--- src/rtl/receiver_pkg.sv ---
// Shared definitions for the receiver end of the Request/Ack word link.
package receiver_pkg;

  localparam int RX_DATA_W    = 16;
  localparam int RX_DEPTH     = 16;
  // Words per burst; has to match the sender's transfer count.
  localparam int RX_BURST_LEN = 16;

  // Handshake FSM state encoding.
  typedef enum logic {
    RX_IDLE = 1'b0,
    RX_ACK  = 1'b1
  } rx_state_t;

endpackage

--- src/rtl/receiver_rx_fifo.sv ---
// Synchronous FIFO buffering received words for the local consumer.
// Pushes are refused while full and pops are ignored while empty. The
// empty and full flags come straight from flops, and they are computed
// from the next occupancy value.
module rx_fifo
  import receiver_pkg::*;
#(
  parameter int DATA_W = RX_DATA_W,
  parameter int DEPTH  = RX_DEPTH
) (
  input  logic                   clk,
  input  logic                   Reset,
  input  logic                   push,
  input  logic                   pop,
  input  logic [DATA_W-1:0]      wdata,
  output logic [DATA_W-1:0]      rdata,
  output logic                   rvalid,
  output logic                   empty,
  output logic                   full,
  output logic [$clog2(DEPTH):0] count
);

  localparam int AW = $clog2(DEPTH);
  localparam int CW = AW + 1;

  logic [DATA_W-1:0] mem [DEPTH];
  logic [AW-1:0]     wr_ptr;
  logic [AW-1:0]     rd_ptr;
  logic              do_push;
  logic              do_pop;
  logic [CW-1:0]     count_nxt;

  // Qualify the requests against the current flags and work out the next occupancy.
  always_comb begin
    do_push   = push && !full;
    do_pop    = pop && !empty;
    count_nxt = count;
    if (do_push && !do_pop) begin
      count_nxt = count + CW'(1);
    end else if (!do_push && do_pop) begin
      count_nxt = count - CW'(1);
    end
  end

  // Word storage. It needs no reset because the pointers and the count decide what is valid.
  always_ff @(posedge clk) begin
    if (do_push) begin
      mem[wr_ptr] <= wdata;
    end
  end

  // Pointers, occupancy, flags and the registered read port.
  always_ff @(posedge clk or posedge Reset) begin
    if (Reset) begin
      wr_ptr <= '0;
      rd_ptr <= '0;
      count  <= '0;
      empty  <= 1'b1;
      full   <= 1'b0;
      rdata  <= '0;
      rvalid <= 1'b0;
    end else begin
      rvalid <= do_pop;
      if (do_push) begin
        wr_ptr <= wr_ptr + AW'(1);
      end
      if (do_pop) begin
        rdata  <= mem[rd_ptr];
        rd_ptr <= rd_ptr + AW'(1);
      end
      count <= count_nxt;
      empty <= (count_nxt == '0);
      full  <= (count_nxt == CW'(DEPTH));
    end
  end

endmodule

--- src/rtl/receiver.sv ---
// Responder end of the Request/Ack link. It captures one word per four-phase
// handshake into a FIFO, holds off the sender while the FIFO is full, and
// pulses BurstDone when the last word of each burst is captured.
module receiver
  import receiver_pkg::*;
#(
  parameter int DATA_W    = RX_DATA_W,
  parameter int DEPTH     = RX_DEPTH,
  parameter int BURST_LEN = RX_BURST_LEN
) (
  input  logic                   clk,
  input  logic                   Reset,
  input  logic                   Request,
  input  logic [DATA_W-1:0]      DataIn,
  output logic                   Ack,
  input  logic                   RdEn,
  output logic [DATA_W-1:0]      RdData,
  output logic                   RdValid,
  output logic                   Empty,
  output logic                   Full,
  output logic [$clog2(DEPTH):0] Count,
  output logic                   BurstDone
);

  localparam int BW = (BURST_LEN > 1) ? $clog2(BURST_LEN) : 1;

  rx_state_t     state;
  rx_state_t     state_nxt;
  logic          push;
  logic [BW-1:0] burst_cnt;

  // Handshake state register. Reset drops Ack immediately because Ack decodes this flop.
  always_ff @(posedge clk or posedge Reset) begin
    if (Reset) begin
      state <= RX_IDLE;
    end else begin
      state <= state_nxt;
    end
  end

  // Capture only when there is room, then wait in ACK until Request falls.
  always_comb begin
    state_nxt = state;
    case (state)
      RX_IDLE: if (Request && !Full) state_nxt = RX_ACK;
      RX_ACK:  if (!Request)         state_nxt = RX_IDLE;
      default: state_nxt = RX_IDLE;
    endcase
  end

  // Push on the capturing edge. Ack is the ACK state bit itself, so it stays glitch-free.
  always_comb begin
    push = (state == RX_IDLE) && Request && !Full;
    Ack  = (state == RX_ACK);
  end

  // Burst position counter. It wraps on the last word and flags that word one cycle later.
  always_ff @(posedge clk or posedge Reset) begin
    if (Reset) begin
      burst_cnt <= '0;
      BurstDone <= 1'b0;
    end else begin
      BurstDone <= 1'b0;
      if (push) begin
        if (burst_cnt == BW'(BURST_LEN - 1)) begin
          burst_cnt <= '0;
          BurstDone <= 1'b1;
        end else begin
          burst_cnt <= burst_cnt + BW'(1);
        end
      end
    end
  end

  rx_fifo #(
    .DATA_W (DATA_W),
    .DEPTH  (DEPTH)
  ) u_fifo (
    .clk    (clk),
    .Reset  (Reset),
    .push   (push),
    .pop    (RdEn),
    .wdata  (DataIn),
    .rdata  (RdData),
    .rvalid (RdValid),
    .empty  (Empty),
    .full   (Full),
    .count  (Count)
  );

endmodule

--- config.mk ---
export PLATFORM = sky130hd
export DESIGN_NAME = receiver
export DESIGN_NICKNAME = d
export VERILOG_FILES = /design/src/rtl/receiver_pkg.sv /design/src/rtl/receiver_rx_fifo.sv /design/src/rtl/receiver.sv
export SDC_FILE = /design/constraint.sdc
export NUM_CORES = 1
export LEC_CHECK = 0
export ABC_CLOCK_PERIOD_IN_PS = 2450
export CORE_MARGIN = 3
export CORE_UTILIZATION = 55
export DETAILED_ROUTE_END_ITERATION = 12
export GPL_TIMING_DRIVEN = 0
export PLACE_DENSITY = 0.8
export SYNTH_ARGS = -nofsm -noshare
export SYNTH_HDL_FRONTEND = slang
export SYNTH_SLANG_ARGS = --single-unit
export TNS_END_PERCENT = 50
--- constraint.sdc ---
create_clock -name clk -period 2.45 [get_ports clk]
set_input_delay 0.49 -clock clk [delete_from_list [all_inputs] [get_ports clk]]
set_output_delay 0.49 -clock clk [all_outputs]
set_load 0.02 [all_outputs]
==> run summary, run 1 <==
The worst setup path is captured at a flop. Setup repair after global routing left no endpoint under its margin. The detailed-route wire length per cell is 24.0 um, and the total of warnings raised by yosys is 0. For this run, global-route usage on met2 was measured as 36.3%. The logs give 1055 for the number of standard cells in the layout, taps in and fillers out and 294 for the count of clock tree sinks.

On the critical path the largest part of the delay comes from simple AND/OR/NAND/NOR gates. The synthesis-stage register bit count is 294, and the remaining design rule violation count is 0. In this run the worst path has a maximum fanout of 16. 46 I/O pins were placed. After detailed routing, the number of vias per cell comes to 6.12.

The largest single stage delay on the critical path is 860 ps. The busiest layer in global routing was met2. Hold repair after CTS inserted 0 buffers.

Fraction of power spent switching nets: 31.9%. The net switching power is 4880 uW, and the via count of the first global-routing pass is 6583. The count of routing violations after the opening detailed-route iteration was 603. The number of fillers in the final layout came out at 1328. The area of the die came out at 22900 sq um. The deepest clock path buffer count is 3, and the post-synthesis cell count is 690. Yosys mapped the design onto 48 distinct sky130hd cell types. The run gives 0.00478 uW as the static leakage power. The synthesized netlist net count is 718.

The clock transition time at the flip-flop clock pins of the worst setup and hold paths was 60 ps. Data on the critical path arrives at its endpoint at 2450 ps. The buffer and inverter count on the worst path was 1. Horizontal extent of the die: 151 um. The logs give 530 ps for the clock insertion delay at the later pin of the skew report and 0 for the count of inserted antenna diode cells. The number of enable flip-flop cells after synthesis was 256; the power share of the combinational group was 30.3%. Summed over all nets, the half-perimeter wirelength after detailed placement is 15.5 mm. The first-pass GRT wire length was 38.3 mm; the initial core utilization was 56.7%.

Fraction of final layout cells with drive strength greater than 1: 13.2%. Summed over all layers, the routed wires come to 25.4 mm. For this run, the post-layout net count is 792. Global routing consumed, over all layers together, 22.4% of the routing resources.

The path class of the tightest hold or removal check is input port to asynchronous set/reset pin. The cell-internal power was 10400 uW; the async set or reset register ratio after synthesis was 12.9%. Across the run, the number of max-cap violations was 0.

The worst clock skew on the final layout is 10.6 ps. Cell with the largest stage delay on the worst path: sky130_fd_sc_hd__and2_1. Entering global routing, the biggest net connects 39 pins.

The floorplan step set the die height to 151 um. Total vias in the final route: 6460. The type of element launching the critical path is an input port. TritonCTS built the clock tree.

The total of endpoints with negative setup slack in the final report is 0. The clock network accounts for 28.2% of the total power. Port buffering added 45 buffers. Across the VDD grid, the largest voltage drop is 0.621 mV. The primary flip-flop cell chosen by synthesis mapping was sky130_fd_sc_hd__edfxtp_1. Buffers inserted during clock tree synthesis total 27.

Global routing used 31.3% of the available met1 tracks. In this run the clock root is driven by a sky130_fd_sc_hd__clkbuf_16. The flow ran to the end, and the final reports show no timing, DRC or antenna violations. For the pin with the worst max-slew slack, the measured transition is 1050 ps. For this design the ratio of total power to cell area is 1150 nW/um^2. Relative to the synthesized area, the layout overhead comes to 14.8%. For the max-slew violation count, the log shows 0.

The critical path goes through clkdlybuf4s50_1, nor3b_4, nand2_1, nor2_1, and2_1. Counting tap cells, the placed design contains a total of 1005 instances. For this run, the detailed router's first-pass iteration total came to 5. In this run the cell area of the synthesized design comes to 11600 sq um. Setup slack closes at 146 ps. Highest clock rate: 434 MHz.

The final count of hold timing violations is 0, and the weighted congestion at the end of routability-driven global placement is 0.854. Averaged over all synthesized cells, the footprint is 16.8 sq um. The logs give -614 ps for the post-placement setup slack and 0 for the number of routed nets with antenna violations.

Met3 usage in global routing: 3.71%. At the worst endpoint, the required time is 2590 ps. After clock tree synthesis, the repair step resized 8 gates. The number of setup buffers added after CTS is 0. The number of antenna violations at the first check in global routing is 0, and the final critical delay including setup and external delays is 2300 ps.

Row generation in the floorplan step produced 52 rows. Sequential cells account for 41.5% of the total power. The critical path in this run is classified as input port to flop.

The logs give 1 for the H-tree level count and 30.2% for the worst-case headroom to the max-slew limit. The placeable core region is 20500 sq um, and the final clock period utilization by the worst path is 94.0%. The logs give 0 for the leftover overflow at the end of global routing and 74.4% for the share of the yosys chip area belonging to registers.
-- kinds of logic after synthesis --
family	Yosys count	share of synthesized area, %
multiplexers	122	11.3
flip-flops	294	74.4
XOR/XNOR	12	1.03
AO/OA/AOI/OAI	90	5.28
adder cells (fa/ha/maj)	8	0.862
AND/OR/NAND/NOR	121	5.29
buffers and inverters	43	1.91
-- worst register-to-register path, cell delays in order, from the launching register on --
cell and delay [ps]:
sky130_fd_sc_hd__dfrtp_1 430, sky130_fd_sc_hd__nor3b_4 340, sky130_fd_sc_hd__nand2_1 90, sky130_fd_sc_hd__nor2_1 190, sky130_fd_sc_hd__and2_1 860
-- registers in the layout, indices dropped and copies added (netlist names), 4 cells and up --
register,count
burst_cnt,4
u_fifo.count,5
u_fifo.wr_ptr,4
u_fifo.rdata,16
u_fifo.mem,256
u_fifo.rd_ptr,4
-- metrics by stage --
stage          setup TNS, ps  hold WS, ps  cell area (sq um)  util, %  power (uW)
6_report                   0          491              13300     65.1       15300
5_1_grt                    0          530              13300     65.1       15900
4_1_cts                    0          502              13300     65.1       15300
3_5_place_dp         -110390          491              12400     60.5       11000
3_3_place_gp          -90560          468              12400     60.5       10800
2_1_floorplan              0          451              11600        -        9380
-- worst paths after layout --
check | from | end | slack [ps] | cells after the start
hold / removal | Reset | u_fifo.full$_DFF_PP0_ | 490 | 2
setup reg to reg | Ack$_DFF_PP0_ | u_fifo.mem[7][0]$_DFFE_PP_ | 150 | 4
hold reg to reg | burst_cnt[3]$_DFFE_PP0P_ | burst_cnt[3]$_DFFE_PP0P_ | 500 | 1
max in group asynchronous | Reset | u_fifo.rdata[14]$_DFFE_PP0P_ | 1380 | 2
min in group clk | burst_cnt[3]$_DFFE_PP0P_ | burst_cnt[3]$_DFFE_PP0P_ | 500 | 1
setup / recovery | Request | u_fifo.mem[7][0]$_DFFE_PP_ | 150 | 5
-- cell usage in the layout (no fill, tap or decap), types with 2 or more instances in the layout --
master,netlist,layout
sky130_fd_sc_hd__o22ai_1,3,3
sky130_fd_sc_hd__nor3_2,2,2
sky130_fd_sc_hd__nand2_1,57,57
sky130_fd_sc_hd__inv_2,1,2
sky130_fd_sc_hd__ha_1,8,8
sky130_fd_sc_hd__mux4_2,6,6
sky130_fd_sc_hd__nor3_1,3,3
sky130_fd_sc_hd__a32oi_1,13,13
sky130_fd_sc_hd__clkbuf_1,5,13
sky130_fd_sc_hd__o21ai_0,8,8
sky130_fd_sc_hd__xnor2_1,9,9
sky130_fd_sc_hd__nor2b_1,2,2
sky130_fd_sc_hd__mux2_2,8,8
sky130_fd_sc_hd__clkbuf_16,0,27
sky130_fd_sc_hd__a21oi_1,30,30
sky130_fd_sc_hd__and2_2,0,8
sky130_fd_sc_hd__buf_2,17,17
sky130_fd_sc_hd__a222oi_1,3,3
sky130_fd_sc_hd__and3_1,2,2
sky130_fd_sc_hd__a22oi_1,26,26
sky130_fd_sc_hd__inv_1,7,6
sky130_fd_sc_hd__nand2b_1,3,3
sky130_fd_sc_hd__nand3_1,17,17
sky130_fd_sc_hd__buf_1,4,4
sky130_fd_sc_hd__dfrtp_1,37,37
sky130_fd_sc_hd__clkinv_2,0,4
sky130_fd_sc_hd__xnor2_2,2,2
sky130_fd_sc_hd__nand4_1,2,2
sky130_fd_sc_hd__clkbuf_8,0,4
sky130_fd_sc_hd__buf_6,2,2
sky130_fd_sc_hd__o2111ai_1,3,3
sky130_fd_sc_hd__bufinv_16,0,4
sky130_fd_sc_hd__and2_1,17,9
sky130_fd_sc_hd__mux2i_1,107,107
sky130_fd_sc_hd__buf_4,6,6
sky130_fd_sc_hd__clkdlybuf4s50_1,0,45
sky130_fd_sc_hd__nor2_1,8,8
sky130_fd_sc_hd__edfxtp_1,256,256
-- metal layers --
metal  vias up  share of wire (%)  wire length [um]
met1      3284                 40             10100
met2       305                 49             12500
met4         0                2.5               635
met5         -                  0                 0
met3        52                8.2              2080
li1       2819                  -                 -
-- cell usage after synthesis (2+ instances only) --
master	n	share of area, %
sky130_fd_sc_hd__buf_2	17	0.73
sky130_fd_sc_hd__xnor2_1	9	0.68
sky130_fd_sc_hd__mux2_2	8	0.78
sky130_fd_sc_hd__inv_1	7	0.23
sky130_fd_sc_hd__edfxtp_1	256	66
sky130_fd_sc_hd__o22ai_1	3	0.16
sky130_fd_sc_hd__clkbuf_1	5	0.16
sky130_fd_sc_hd__o2111ai_1	3	0.23
sky130_fd_sc_hd__nand4_1	2	0.11
sky130_fd_sc_hd__buf_6	2	0.19
sky130_fd_sc_hd__a22oi_1	26	1.7
sky130_fd_sc_hd__and3_1	2	0.11
sky130_fd_sc_hd__buf_1	4	0.13
sky130_fd_sc_hd__a32oi_1	13	0.98
sky130_fd_sc_hd__ha_1	8	0.86
sky130_fd_sc_hd__dfrtp_1	37	8.0
sky130_fd_sc_hd__nor3_2	2	0.17
sky130_fd_sc_hd__nand2_1	57	1.8
sky130_fd_sc_hd__mux4_2	6	1.2
sky130_fd_sc_hd__nor2_1	8	0.26
sky130_fd_sc_hd__o21ai_0	8	0.34
sky130_fd_sc_hd__and2_1	17	0.92
sky130_fd_sc_hd__mux2i_1	107	9.2
sky130_fd_sc_hd__nand2b_1	3	0.16
sky130_fd_sc_hd__nor3_1	3	0.13
sky130_fd_sc_hd__buf_4	6	0.39
sky130_fd_sc_hd__a222oi_1	3	0.26
sky130_fd_sc_hd__nand3_1	17	0.73
sky130_fd_sc_hd__nor2b_1	2	0.11
sky130_fd_sc_hd__a21oi_1	30	1.3
sky130_fd_sc_hd__xnor2_2	2	0.28
-- power by group through the flow --
stage | Sequential (uW) | Clock [uW] | Combinational [uW]
final | 6340 | 4320 | 4640
after global routing | 6390 | 4540 | 4940
after CTS | 6340 | 4340 | 4620
after detailed placement | 6430 | 0 | 4550
after global placement | 6390 | 0 | 4380
after floorplan | 6570 | 0 | 2810
-- area by class of cell --
| cell class | count | area, sq um | area share (%) |
|---|---|---|---|
| buffer | 35 | 191 | 1.44 |
| clock buffer | 39 | 761 | 5.70 |
| clock inverter | 11 | 165 | 1.24 |
| inverter | 8 | 30.0 | 0.225 |
| multi-input combinational | 353 | 2770 | 20.7 |
| sequential | 294 | 8640 | 64.8 |
| tap | 270 | 338 | 2.53 |
| timing repair buffer | 45 | 450 | 3.38 |
Power figures use the tool's default switching activity.
==> run 2: changes to the inputs <==
Settings changed: CAP_MARGIN from default to 15.
==> results of run 2 <==
The final DEF is identical to that of run 1; final timing and power are the same.
